### src/rtl/clause_beat_packer_if.sv
// clause_beat_packer_if: controller-side write-beat and read-request/response bus of the clause beat packer.
// master = AXI memory controller side, slave = clause_beat_packer.
// Write: in_valid/in_ready/in_row/in_word/in_data/in_strb, flush_i, wr_err_o.
// Read:  rd_req_valid/rd_req_ready/rd_req_row/rd_req_word, rd_resp_valid/rd_resp_ready/rd_resp_data/rd_resp_err.
interface clause_beat_packer_if #(
  parameter int DATA_W     = 32,
  parameter int ROW_ADDR_W = 12,
  parameter int WIDX_W     = 4
);
  logic                  in_valid;
  logic                  in_ready;
  logic [ROW_ADDR_W-1:0] in_row;
  logic [WIDX_W-1:0]     in_word;
  logic [DATA_W-1:0]     in_data;
  logic [DATA_W/8-1:0]   in_strb;
  logic                  flush_i;
  logic                  wr_err_o;
  logic                  rd_req_valid;
  logic                  rd_req_ready;
  logic [ROW_ADDR_W-1:0] rd_req_row;
  logic [WIDX_W-1:0]     rd_req_word;
  logic                  rd_resp_valid;
  logic                  rd_resp_ready;
  logic [DATA_W-1:0]     rd_resp_data;
  logic                  rd_resp_err;
  modport master (
    output in_valid, in_row, in_word, in_data, in_strb, flush_i,
           rd_req_valid, rd_req_row, rd_req_word, rd_resp_ready,
    input  in_ready, wr_err_o, rd_req_ready, rd_resp_valid, rd_resp_data, rd_resp_err
  );
  modport slave (
    input  in_valid, in_row, in_word, in_data, in_strb, flush_i,
           rd_req_valid, rd_req_row, rd_req_word, rd_resp_ready,
    output in_ready, wr_err_o, rd_req_ready, rd_resp_valid, rd_resp_data, rd_resp_err
  );
endinterface

### src/rtl/clause_beat_packer.sv
// clause_beat_packer: packs 32-bit beats into 480-bit clause rows and serves narrow reads from a row-wide table.
// Ports: clk, rst (async, active-low), bus (clause_beat_packer_if.slave: write beats, flush, read req/resp),
//        tbl_wr_en_o/tbl_wr_addr_o/tbl_wr_row_o (row write), tbl_rd_en_o/tbl_rd_addr_o/tbl_rd_row_i (row read, 1-cycle).
// Option: define CLAUSE_PACK_RMW_EN to seed each newly opened row from the table (read-modify-write).
module clause_beat_packer #(
  parameter int DATA_W     = 32,
  parameter int ROW_W      = 480,
  parameter int ROW_ADDR_W = 12,
  parameter int WORDS      = ROW_W / DATA_W,
  parameter int WIDX_W     = 4
) (
  input  logic                  clk,
  input  logic                  rst,
  clause_beat_packer_if.slave   bus,
  output logic                  tbl_wr_en_o,
  output logic [ROW_ADDR_W-1:0] tbl_wr_addr_o,
  output logic [ROW_W-1:0]      tbl_wr_row_o,
  output logic                  tbl_rd_en_o,
  output logic [ROW_ADDR_W-1:0] tbl_rd_addr_o,
  input  logic [ROW_W-1:0]      tbl_rd_row_i
);
  localparam int SW = DATA_W / 8;
  localparam logic [WIDX_W-1:0] LAST = WIDX_W'(WORDS - 1);
`ifdef CLAUSE_PACK_RMW_EN
  typedef enum logic [1:0] {IDLE, FILL, COMMIT, FETCH} wst_t;
`else
  typedef enum logic [1:0] {IDLE, FILL, COMMIT} wst_t;
`endif
  typedef enum logic [1:0] {RIDLE, RWAIT, RRESP} rd_st_t;
  wst_t                  wst;
  rd_st_t                rd_st;
  logic [ROW_ADDR_W-1:0] open_row;
  logic [ROW_W-1:0]      shadow;
  logic [WORDS-1:0]      mask;
  logic [ROW_ADDR_W-1:0] rd_row;
  logic [WIDX_W-1:0]     rd_word;
  logic                  in_bad, in_acc, in_good, diff_row, rd_bad, rd_acc, fetch_busy, fwd;
  logic [ROW_W-1:0]      merged;
  logic [WORDS-1:0]      nmask;
`ifdef CLAUSE_PACK_RMW_EN
  logic [WIDX_W-1:0]     p_word;
  logic [DATA_W-1:0]     p_data;
  logic [SW-1:0]         p_strb;
`endif

  function automatic logic [ROW_W-1:0] merge(input logic [ROW_W-1:0] r, input logic [WIDX_W-1:0] w,
                                             input logic [DATA_W-1:0] d, input logic [SW-1:0] s);
    logic [ROW_W-1:0] o;
    o = r;
    for (int b = 0; b < SW; b++)
      if (s[b]) o[int'(w) * DATA_W + b * 8 +: 8] = d[b * 8 +: 8];
    return o;
  endfunction

  always_comb begin
    in_bad       = bus.in_word > LAST;
    diff_row     = bus.in_valid && !in_bad && bus.in_row != open_row;
    // A beat for another row stalls until the open row has been committed.
    bus.in_ready = wst == IDLE || (wst == FILL && !diff_row);
    in_acc       = bus.in_valid && bus.in_ready;
    in_good      = in_acc && !in_bad;
    merged       = merge(wst == FILL ? shadow : '0, bus.in_word, bus.in_data, bus.in_strb);
    nmask        = (wst == FILL ? mask : '0) | (WORDS'(1) << bus.in_word);
    rd_bad       = bus.rd_req_word > LAST;
`ifdef CLAUSE_PACK_RMW_EN
    // The row fetch owns the read port in the opening cycle and while waiting for its data.
    fetch_busy   = wst == FETCH || (wst == IDLE && in_good);
`else
    fetch_busy   = 1'b0;
`endif
    bus.rd_req_ready = rd_st == RIDLE && !fetch_busy;
    rd_acc        = bus.rd_req_valid && bus.rd_req_ready;
    tbl_rd_en_o   = rd_acc && !rd_bad;
    tbl_rd_addr_o = tbl_rd_en_o ? bus.rd_req_row : '0;
`ifdef CLAUSE_PACK_RMW_EN
    if (wst == IDLE && in_good) begin
      tbl_rd_en_o   = 1'b1;
      tbl_rd_addr_o = bus.in_row;
    end
`endif
    tbl_wr_en_o   = wst == COMMIT;
    tbl_wr_addr_o = open_row;
    tbl_wr_row_o  = shadow;
    // Mask and open_row survive the commit, so the shadow keeps serving the same data as the table.
    fwd = rd_row == open_row && mask[rd_word];
  end

  always_ff @(posedge clk or negedge rst)
    if (!rst) begin
      wst          <= IDLE;
      open_row     <= '0;
      shadow       <= '0;
      mask         <= '0;
      bus.wr_err_o <= 1'b0;
`ifdef CLAUSE_PACK_RMW_EN
      p_word       <= '0;
      p_data       <= '0;
      p_strb       <= '0;
`endif
    end else begin
      bus.wr_err_o <= in_acc && in_bad;
      case (wst)
        IDLE: if (in_good) begin
          open_row <= bus.in_row;
`ifdef CLAUSE_PACK_RMW_EN
          mask     <= '0;
          p_word   <= bus.in_word;
          p_data   <= bus.in_data;
          p_strb   <= bus.in_strb;
          wst      <= FETCH;
`else
          shadow   <= merged;
          mask     <= nmask;
          wst      <= &nmask ? COMMIT : FILL;
`endif
        end
        FILL: begin
          if (in_good) begin
            shadow <= merged;
            mask   <= nmask;
          end
          if (bus.flush_i || diff_row || (in_good && &nmask)) wst <= COMMIT;
        end
`ifdef CLAUSE_PACK_RMW_EN
        FETCH: begin
          shadow <= merge(tbl_rd_row_i, p_word, p_data, p_strb);
          mask   <= WORDS'(1) << p_word;
          wst    <= &(WORDS'(1) << p_word) ? COMMIT : FILL;
        end
`endif
        default: wst <= IDLE;
      endcase
    end

  always_ff @(posedge clk or negedge rst)
    if (!rst) begin
      rd_st             <= RIDLE;
      rd_row            <= '0;
      rd_word           <= '0;
      bus.rd_resp_valid <= 1'b0;
      bus.rd_resp_data  <= '0;
      bus.rd_resp_err   <= 1'b0;
    end else
      case (rd_st)
        RIDLE: if (rd_acc) begin
          rd_row  <= bus.rd_req_row;
          rd_word <= bus.rd_req_word;
          if (rd_bad) begin
            bus.rd_resp_valid <= 1'b1;
            bus.rd_resp_err   <= 1'b1;
            bus.rd_resp_data  <= '0;
            rd_st             <= RRESP;
          end else rd_st <= RWAIT;
        end
        RWAIT: begin
          bus.rd_resp_valid <= 1'b1;
          bus.rd_resp_err   <= 1'b0;
          bus.rd_resp_data  <= fwd ? shadow[int'(rd_word) * DATA_W +: DATA_W]
                                   : tbl_rd_row_i[int'(rd_word) * DATA_W +: DATA_W];
          rd_st             <= RRESP;
        end
        RRESP: if (bus.rd_resp_ready) begin
          bus.rd_resp_valid <= 1'b0;
          rd_st             <= RIDLE;
        end
        default: rd_st <= RIDLE;
      endcase
endmodule

### src/flat_wrapper.sv
// flat-port wrapper written by rule: the top's interface ports become plain ports
module clause_beat_packer_flat 
#(
  parameter int DATA_W     = 32,
  parameter int ROW_W      = 480,
  parameter int ROW_ADDR_W = 12,
  parameter int WORDS      = ROW_W / DATA_W,
  parameter int WIDX_W     = 4
)
  (clk, rst, tbl_wr_en_o, tbl_wr_addr_o, tbl_wr_row_o, tbl_rd_en_o, tbl_rd_addr_o, tbl_rd_row_i, bus_in_valid, bus_in_row, bus_in_word, bus_in_data, bus_in_strb, bus_flush_i, bus_rd_req_valid, bus_rd_req_row, bus_rd_req_word, bus_rd_resp_ready, bus_in_ready, bus_wr_err_o, bus_rd_req_ready, bus_rd_resp_valid, bus_rd_resp_data, bus_rd_resp_err);
  clause_beat_packer_if #(.DATA_W(DATA_W), .ROW_ADDR_W(ROW_ADDR_W), .WIDX_W(WIDX_W)) bus_i ();
  input  logic clk;
  input  logic rst;
  output logic tbl_wr_en_o;
  output logic [ROW_ADDR_W-1:0] tbl_wr_addr_o;
  output logic [ROW_W-1:0] tbl_wr_row_o;
  output logic tbl_rd_en_o;
  output logic [ROW_ADDR_W-1:0] tbl_rd_addr_o;
  input  logic [ROW_W-1:0] tbl_rd_row_i;
  input wire logic [$bits(bus_i.in_valid)-1:0] bus_in_valid;
  input wire logic [$bits(bus_i.in_row)-1:0] bus_in_row;
  input wire logic [$bits(bus_i.in_word)-1:0] bus_in_word;
  input wire logic [$bits(bus_i.in_data)-1:0] bus_in_data;
  input wire logic [$bits(bus_i.in_strb)-1:0] bus_in_strb;
  input wire logic [$bits(bus_i.flush_i)-1:0] bus_flush_i;
  input wire logic [$bits(bus_i.rd_req_valid)-1:0] bus_rd_req_valid;
  input wire logic [$bits(bus_i.rd_req_row)-1:0] bus_rd_req_row;
  input wire logic [$bits(bus_i.rd_req_word)-1:0] bus_rd_req_word;
  input wire logic [$bits(bus_i.rd_resp_ready)-1:0] bus_rd_resp_ready;
  output wire logic [$bits(bus_i.in_ready)-1:0] bus_in_ready;
  output wire logic [$bits(bus_i.wr_err_o)-1:0] bus_wr_err_o;
  output wire logic [$bits(bus_i.rd_req_ready)-1:0] bus_rd_req_ready;
  output wire logic [$bits(bus_i.rd_resp_valid)-1:0] bus_rd_resp_valid;
  output wire logic [$bits(bus_i.rd_resp_data)-1:0] bus_rd_resp_data;
  output wire logic [$bits(bus_i.rd_resp_err)-1:0] bus_rd_resp_err;
  assign bus_i.in_valid = bus_in_valid;
  assign bus_i.in_row = bus_in_row;
  assign bus_i.in_word = bus_in_word;
  assign bus_i.in_data = bus_in_data;
  assign bus_i.in_strb = bus_in_strb;
  assign bus_i.flush_i = bus_flush_i;
  assign bus_i.rd_req_valid = bus_rd_req_valid;
  assign bus_i.rd_req_row = bus_rd_req_row;
  assign bus_i.rd_req_word = bus_rd_req_word;
  assign bus_i.rd_resp_ready = bus_rd_resp_ready;
  assign bus_in_ready = bus_i.in_ready;
  assign bus_wr_err_o = bus_i.wr_err_o;
  assign bus_rd_req_ready = bus_i.rd_req_ready;
  assign bus_rd_resp_valid = bus_i.rd_resp_valid;
  assign bus_rd_resp_data = bus_i.rd_resp_data;
  assign bus_rd_resp_err = bus_i.rd_resp_err;
  clause_beat_packer #(.DATA_W(DATA_W), .ROW_W(ROW_W), .ROW_ADDR_W(ROW_ADDR_W), .WORDS(WORDS), .WIDX_W(WIDX_W)) u_core (.clk(clk), .rst(rst), .bus(bus_i), .tbl_wr_en_o(tbl_wr_en_o), .tbl_wr_addr_o(tbl_wr_addr_o), .tbl_wr_row_o(tbl_wr_row_o), .tbl_rd_en_o(tbl_rd_en_o), .tbl_rd_addr_o(tbl_rd_addr_o), .tbl_rd_row_i(tbl_rd_row_i));
endmodule
### config.mk
export PLATFORM = sky130hd
export DESIGN_NAME = clause_beat_packer_flat
export DESIGN_NICKNAME = d
export VERILOG_FILES = /design/src/rtl/clause_beat_packer_if.sv /design/src/rtl/clause_beat_packer.sv /design/src/flat_wrapper.sv
export SDC_FILE = /design/constraint.sdc
export NUM_CORES = 1
export LEC_CHECK = 0
export CAP_MARGIN = 20
export CORE_AREA = 2 2 428 430
export DETAILED_ROUTE_END_ITERATION = 10
export DIE_AREA = 0 0 430 432
export SYNTH_ARGS = -nofsm -noshare
export SYNTH_HDL_FRONTEND = slang
export SYNTH_SLANG_ARGS = --single-unit
export TNS_END_PERCENT = 1
### constraint.sdc
create_clock -name clk -period 2.7 [get_ports clk]
set_input_delay 0.54 -clock clk [delete_from_list [all_inputs] [get_ports clk]]
set_output_delay 0.54 -clock clk [all_outputs]
set_load 0.01 [all_outputs]
==> impl_metrics.py, run 1 <==
metrics = {
    "logic_synthesis": {
        "yosys_warnings": 0,
        "syn_nets": 3382,
        "postSynthRegisterBits": 562,
        "yosys.area_share.adder": 0.00421,
        "synth.distinct_cells": 57,
        "async_flop_share": 1.00,
        "muxShareOfSynthArea": 0.158,
        "synth_top_family_by_area": "compound AO/OA/AOI/OAI gates",
        "syn-cell-area_sq_um": 29700,
        "post_synth_and_or_nand_nor_area_fraction": 0.0819,
        "ys_seq_area_frac": 0.473,
        "synth_enable_flop_cells": 0,
        "area_share_of_xor_xnor_cells_in_the_synthesized_design": 0.00707,
        "compound_cell_area_share_of_the_yosys_netlist": 0.237,
        "postSynthAreaPerCell_sq_um": 10.6,
        "syn_inst": 2818,
        "synth-main-ff-cell": "dfrtp_1",
    },
    "global_route": {
        "first_pass_grt_wire_length_mm": 303,
        "first_global_vias": 32391,
        "grtUsageTotal": 0.240,
        "grt_max_degree": 58,
        "antenna_found_initial": 41,
        "grt.overflow.total": 0,
    },
    "sta": {
        "timing.final.setup_violations": 482,
        "clock-skew-final_ps": 36.6,
        "final_min_period_over_clock_period": 1.23,
        "post-route-min-period_ps": 3330,
        "slew_violations": 0,
        "timing.fmax_mhz": 300,
        "fin_hold_ws_ps": 420,
        "worst_pin_slew_ps": 988,
        "finalHoldViolCount": 0,
        "least_setup_slack_across_all_paths_after_layout_ps": -634,
        "relSlewSlack": 0.337,
        "rsz0062_at_grt": "yes",
        "setup-tns-final_ps": -97230,
    },
    "clocking": {
        "cts-root-to-sink-buffers": 3,
        "clkSlewWorstSetupHoldPaths_ps": 60,
        "worst_skew_late_latency_ps": 690,
        "tritoncts": "done",
        "cts-htree-levels": 3,
        "cts_root_buf": "clkbuf_16",
        "cts_made_buffers": 71,
        "cts.sink_count": 562,
    },
    "finish": {
        "nets_finish": 4847,
        "final_layout_size_suffix_gt1_frac": 0.183,
        "layout-area-overhead-vs-synth_pct": 72.1,
        "layout.core_utilization": 0.282,
        "finish.instance_area_sq_um": 51200,
        "fillCellCount": 18901,
    },
    "power": {
        "net-switching-power_mw": 13.5,
        "p_int_mw": 20.2,
        "sequential_power_share": 0.289,
        "powerDensity_nw_per_um2": 658,
        "pwr-share-clk": 0.298,
        "share_comb_of_total_power": 0.413,
        "static-leakage-power_nw": 20.3,
        "p_sw_frac": 0.400,
        "worst_ir_drop_vdd_v": 0.000663,
    },
    "floorplanning": {
        "die_h_microns": 432,
        "placementRows": 157,
        "die_w_microns": 430,
        "floorplan.die_area_sq_um": 186000,
        "design.portCount": 1097,
        "core_sq_um": 182000,
        "initial_core_util": 0.164,
    },
    "critical_path": {
        "timing.rr.end": "u_core.bus.rd_resp_data[2]$_DFFE_PN0P_",
        "criticalPathCategory": "reg -> reg",
        "r2r_slack_ps": -630,
        "critPathArrivalTime_ps": 3880,
        "cp_max_fo": 6,
        "worstRegToRegCells": 14,
        "reg2reg_from": "u_core.tbl_wr_addr_o[7]$_DFFE_PN0P_",
        "worst_ep_required_time_ps": 3240,
        "cp-end-kind": "register",
        "worstSetupStartpointType": "register",
    },
    "placement": {
        "finalWeightedCongestion": 0.968,
        "dpl_wire_length_mm": 188,
        "post-place-ws_ps": -1220,
        "postPlaceCellArea_sq_um": 47300,
        "portBuffers": 1096,
    },
    "drt": {
        "totalWireLength_mm": 234,
        "drcViolationCount": 0,
        "number_of_iterations_in_the_first_detailed_routing_pass": 6,
        "num_vias": 33192,
        "post_drt_via_cell_ratio": 4.92,
        "final_antenna_net_count": 0,
        "routed_wire_length_per_instance_microns": 34.7,
        "first_iter_violations": 3073,
    },
    "hold_path": {
        "worst_hold_path.endpoint": "u_core.rd_row[0]$_DFFE_PN0P_",
        "cell_count_of_the_worst_hold_path": 3,
        "startpoint_of_the_most_critical_hold_path": "bus_rd_req_row[0]",
        "hold_crit_path_type": "in -> reg",
    },
    "run": {
        "max-cap-violations": 0,
    },
    "status": {
        "status": "finished with violations",
        "failed_checks": "negative setup slack",
    },
}
-- placed cells by master, fill, tap and decap left out, types with 37 or more instances in the layout --
cell type / instances
nand2_1: 273
nor2_1: 43
buf_12: 92
o22ai_1: 159
nor4_1: 37
clkdlybuf4s50_1: 1079
buf_4: 361
o21ai_1: 73
and3_1: 40
dfrtp_1: 557
a22o_1: 371
clkbuf_16: 80
o21ai_0: 168
buf_6: 41
a21oi_1: 45
mux2i_1: 430
-- per-layer routing --
| layer | track usage | vias to the layer above | routed length (microns) |
|---|---|---|---|
| met5 | 0 | - | 34 |
| met2 | 0.422 | 1882 | 117000 |
| met1 | 0.278 | 17111 | 88400 |
| met3 | 0.0568 | 391 | 17400 |
| met4 | 0.0982 | 6 | 10800 |
| li1 | - | 13802 | - |
-- worst max path at each step --
stage	endpoint	startpoint	slack (ps)	depth (start not counted)
global route	u_core.bus.rd_resp_data[1]$_DFFE_PN0P_	u_core.tbl_wr_addr_o[7]$_DFFE_PN0P_	-690	14
finish	u_core.bus.rd_resp_data[2]$_DFFE_PN0P_	u_core.tbl_wr_addr_o[7]$_DFFE_PN0P_	-630	14
floorplan	u_core.tbl_wr_row_o[328]$_DFFE_PN0P_	bus_in_word[0]	-20	11
global placement	u_core.tbl_wr_row_o[126]$_DFFE_PN0P_	bus_in_row[6]	-1240	12
CTS	u_core.bus.rd_resp_data[28]$_DFFE_PN0P_	u_core.rd_row[6]$_DFFE_PN0P_	-630	13
detailed placement	u_core.tbl_wr_row_o[120]$_DFFE_PN0P_	bus_in_row[6]	-1220	12
-- final cells by class --
type	count	area, sq um	share of cell area
Antenna cell	25	62.6	0.00122
Clock inverter	32	354	0.00692
Timing Repair Buffer	1611	16500	0.322
Multi-Input combinational cell	2026	15100	0.296
Inverter	11	41.3	0.000807
Tap cell	2385	2980	0.0583
Sequential cell	562	14100	0.275
Clock buffer	95	2050	0.0400
-- state kept, by name (all words and copies together) (netlist names) --
register                  flops
u_core.bus.rd_resp_valid      1
u_core.mask                  15
u_core.rd_st                  2
u_core.rd_row                12
u_core.tbl_wr_row_o         480
u_core.wst                    2
u_core.bus.wr_err_o           1
u_core.bus.rd_resp_data      32
u_core.tbl_wr_addr_o         12
u_core.bus.rd_resp_err        1
u_core.rd_word                4
-- cell families (layout without fill, tap and decap cells) --
group / Yosys count / after routing
multiplexers: 466 / 466
AO/OA/AOI/OAI: 990 / 990
XOR/XNOR: 24 / 24
AND/OR/NAND/NOR: 536 / 536
adder cells (fa/ha/maj): 10 / 10
buffers and inverters: 230 / 1749
flip-flops: 562 / 562
other: 0 / 25
-- timing repair --
action,CTS,global route
gates resized for setup,158,105
endpoints found under the hold margin,36,0
pin swaps,41,39
setup endpoints to repair,532,527
buffers inserted,12,28
hold buffers,1,0
cloned,2,8
-- cell usage after synthesis (4+ instances only) --
master    instances  area [sq um]
a211oi_1         34           255
a21oi_1          47           235
a22o_1          371          3250
a32o_1           18           180
a32oi_1          31           272
and3_1           43           269
buf_1            13          48.8
buf_2            19          95.1
buf_4            24           180
buf_6            24           270
clkbuf_1        139           522
dfrtp_1         562         14100
ha_1             10           125
inv_1             9          33.8
mux2_2           16           180
mux2i_1         448          4480
nand2_1         280          1050
nand2b_1          6          37.5
nand3_1          26           130
nand4_1          36           225
nor2_1           79           297
nor2b_1           7          43.8
nor3_1            4          20.0
nor4_1           39           244
o211ai_1         31           233
o21a_1           31           233
o21ai_0         204          1020
o21ai_1          48           240
o22ai_1         160          1000
xor2_1           24           210
-- worst max-delay path, stage by stage (launching register included) --
cell      delay (ps)
dfrtp_1          420
xor2_1           170
nor4_2           420
buf_4            200
nand3_4          110
nor3_4           280
buf_6            200
buf_16           170
buf_4            150
mux2i_1          220
buf_4            160
o21ai_1           80
o211ai_1         270
buf_4            210
nand4_1          100
-- power groups by stage --
stage	registers, mW	logic, mW	clock network [mW]
after detailed placement	9.84	13.6	0
after global placement	9.83	13.6	0
final	9.74	13.9	10.0
after floorplan	9.79	4.81	0
after CTS	9.71	13.9	10.2
after global routing	9.78	14.6	10.6
-- stage by stage --
step | total power [mW] | std cells
CTS | 33.8 | 6686
global route | 35.0 | 6737
floorplan | 14.6 | 2818
global placement | 23.4 | 6544
detailed placement | 23.5 | 6544
finish | 33.7 | 6747
Power figures use the tool's default switching activity.
==> run 2: changes to the inputs <==
Settings changed: CORE_AREA 2 2 428 430 to 2 2 431 433, DIE_AREA 0 0 430 432 to 0 0 433 435, DONT_BUFFER_PORTS set to 1.
==> run 2 against run 1 <==
Compared with the run above: the flow still finishes with violations (negative setup slack); fmax up 0.57%; critical path depth down 1; sequential share of layout area up 6.6 points; utilization down 5.7 points; global-route usage down 0.54 points; via count down 12%; clock power up 6%; die area up 1.4%; non-clock buffer count down 1069; count of clock-buffer cells in the layout up 6; final area down 19%; largest power group unchanged; highest routed layer unchanged.
==> impl_metrics.py, run 2 (synthesis gave the netlist of run 1 again) <==
metrics = {
    "sta": {
        "timing.final.setup_violations": 297,
        "worst_pin_slew_ps": 1210,
        "post-route-min-period_ps": 3310,
        "timing.fmax_mhz": 302,
        "relSlewSlack": 0.193,
        "final_min_period_over_clock_period": 1.23,
        "slew_violations": 0,
        "rsz0062_at_grt": "yes",
        "finalHoldViolCount": 0,
        "fin_hold_ws_ps": 111,
        "least_setup_slack_across_all_paths_after_layout_ps": -615,
        "clock-skew-final_ps": 28.0,
    },
    "global_route": {
        "grt_max_degree": 563,
        "first_pass_grt_wire_length_mm": 293,
        "grt.overflow.total": 0,
        "first_global_vias": 28436,
        "antenna_found_initial": 42,
        "grtUsageTotal": 0.234,
    },
    "critical_path": {
        "worstSetupStartpointType": "register",
        "criticalPathCategory": "reg -> reg",
        "worstRegToRegCells": 13,
        "cp-end-kind": "register",
        "r2r_slack_ps": -610,
        "critPathArrivalTime_ps": 3960,
        "cp_max_fo": 12,
        "worst_ep_required_time_ps": 3350,
        "timing.rr.end": "u_core.bus.rd_resp_data[24]$_DFFE_PN0P_",
        "reg2reg_from": "u_core.rd_word[1]$_DFFE_PN0P_",
    },
    "hold_path": {
        "startpoint_of_the_most_critical_hold_path": "bus_rd_resp_ready",
        "cell_count_of_the_worst_hold_path": 2,
        "worst_hold_path.endpoint": "u_core.rd_st[0]$_DFFE_PN0P_",
        "hold_crit_path_type": "in -> reg",
    },
    "finish": {
        "sequential_cell_area_sq_um": 14100,
        "largest_register_ff_count": 480,
        "layout-area-overhead-vs-synth_pct": 38.8,
        "final_layout_size_suffix_gt1_frac": 0.238,
        "fillCellCount": 19753,
        "mostFrequentLayoutCell": "dfrtp_1",
        "nets_finish": 3780,
        "mostFrequentLayoutCells": "dfrtp_1 (560), mux2i_1 (423), a22o_1 (371), buf_4 (312), nand2_1 (276)",
        "footprint_of_the_multi_input_gates_sq_um": 15300,
        "layout.core_utilization": 0.224,
    },
    "placement": {
        "finalWeightedCongestion": 0.987,
        "portBuffers": 0,
        "dpl_wire_length_mm": 181,
    },
    "clocking": {
        "cts-root-to-sink-buffers": 3,
        "clkSlewWorstSetupHoldPaths_ps": 70,
        "tritoncts": "done",
        "cts.sink_count": 562,
        "worst_skew_late_latency_ps": 720,
        "cts_made_buffers": 73,
        "cts_root_buf": "clkbuf_16",
        "cts-htree-levels": 3,
    },
    "drt": {
        "drcViolationCount": 0,
        "number_of_iterations_in_the_first_detailed_routing_pass": 6,
        "totalWireLength_mm": 230,
        "final_antenna_net_count": 0,
        "post_drt_via_cell_ratio": 5.06,
        "routed_wire_length_per_instance_microns": 39.7,
        "first_iter_violations": 3054,
        "num_vias": 29244,
    },
    "status": {
        "status": "finished with violations",
        "failed_checks": "negative setup slack",
    },
    "floorplanning": {
        "die_h_microns": 435,
        "placementRows": 158,
        "die_w_microns": 433,
        "initial_core_util": 0.162,
        "design.portCount": 1097,
        "core_sq_um": 184000,
        "floorplan.die_area_sq_um": 188000,
    },
    "power": {
        "powerDensity_nw_per_um2": 809,
        "static-leakage-power_nw": 16.5,
        "report.power.total_mw": 33.4,
        "worst_ir_drop_vdd_v": 0.000516,
    },
    "run": {
        "max-cap-violations": 0,
    },
}
## run 2: worst max-delay path by stage
stage                                  startpoint                                 endpoint  slack, ps  depth (start not counted)
global placement    u_core.rd_word[1]$_DFFE_PN0P_   u_core.bus.rd_resp_data[7]$_DFFE_PN0P_       -890                         10
CTS                 u_core.rd_word[1]$_DFFE_PN0P_   u_core.bus.rd_resp_data[4]$_DFFE_PN0P_       -520                         13
global route        u_core.rd_word[1]$_DFFE_PN0P_  u_core.bus.rd_resp_data[24]$_DFFE_PN0P_       -640                         14
floorplan                          bus_in_word[0]     u_core.tbl_wr_row_o[328]$_DFFE_PN0P_        -20                         11
detailed placement  u_core.rd_word[1]$_DFFE_PN0P_   u_core.bus.rd_resp_data[7]$_DFFE_PN0P_       -960                         10
finish              u_core.rd_word[1]$_DFFE_PN0P_  u_core.bus.rd_resp_data[24]$_DFFE_PN0P_       -610                         13
## run 2: what timing repair did
| action | 4_1_cts | 5_1_grt |
|---|---|---|
| buffers inserted | 16 | 14 |
| cloned | 3 | 2 |
| endpoints found under the hold margin | 979 | 225 |
| hold buffers | 63 | 2 |
| resized for setup | 152 | 105 |
| endpoints found under the setup margin | 521 | 479 |
| pin swaps | 64 | 48 |
## run 2: where the power goes
| group | leakage [nW] | total [mW] | switching [mW] | internal, mW |
|---|---|---|---|---|
| clock | 1.22 | 10.6 | 4.52 | 6.07 |
| combinational | 7.58 | 12.8 | 8.35 | 4.44 |
| sequential | 7.74 | 10.0 | 0.990 | 9.04 |
## run 2: area by class of cell
| cell class | instances | area share |
|---|---|---|
| multi-input cells | 2026 | 0.372 |
| flip-flops and latches | 562 | 0.341 |
| repair buffers | 542 | 0.148 |
| well taps | 2480 | 0.0752 |
| clock buffers | 101 | 0.0492 |
| clock inverters | 31 | 0.0123 |
| diodes | 25 | 0.00152 |
| inverters | 11 | 0.00100 |
## run 2: through the flow
step,instance area [sq um],std cells,setup WS [ps],TNS [ps]
final,41300,5778,-615,-31860
after global routing,41300,5769,-638,-66290
after CTS,40600,5734,-515,-37080
after detailed placement,36600,5520,-956,-126670
after global placement,36600,5520,-892,-118720
after floorplan,29700,2818,-17.3,-1340
## run 2: metal layers
| layer | vias up | share of wire | track usage |
|---|---|---|---|
| met5 | - | 0.00027 | 0 |
| met4 | 10 | 0.066 | 0.121 |
| met3 | 510 | 0.099 | 0.0788 |
| met2 | 2017 | 0.49 | 0.401 |
| met1 | 14999 | 0.35 | 0.256 |
| li1 | 11708 | - | - |
## run 2: critical path, stage by stage (launching register included)
cell and delay [ps]:
dfrtp_2 380, buf_12 130, mux4_2 500, nand2b_1 110, o2111a_2 330, nor3_4 80, buf_4 150, buf_12 160
buf_4 190, mux2i_1 150, a211oi_2 460, o211ai_1 300, buf_4 210, nand4_1 80
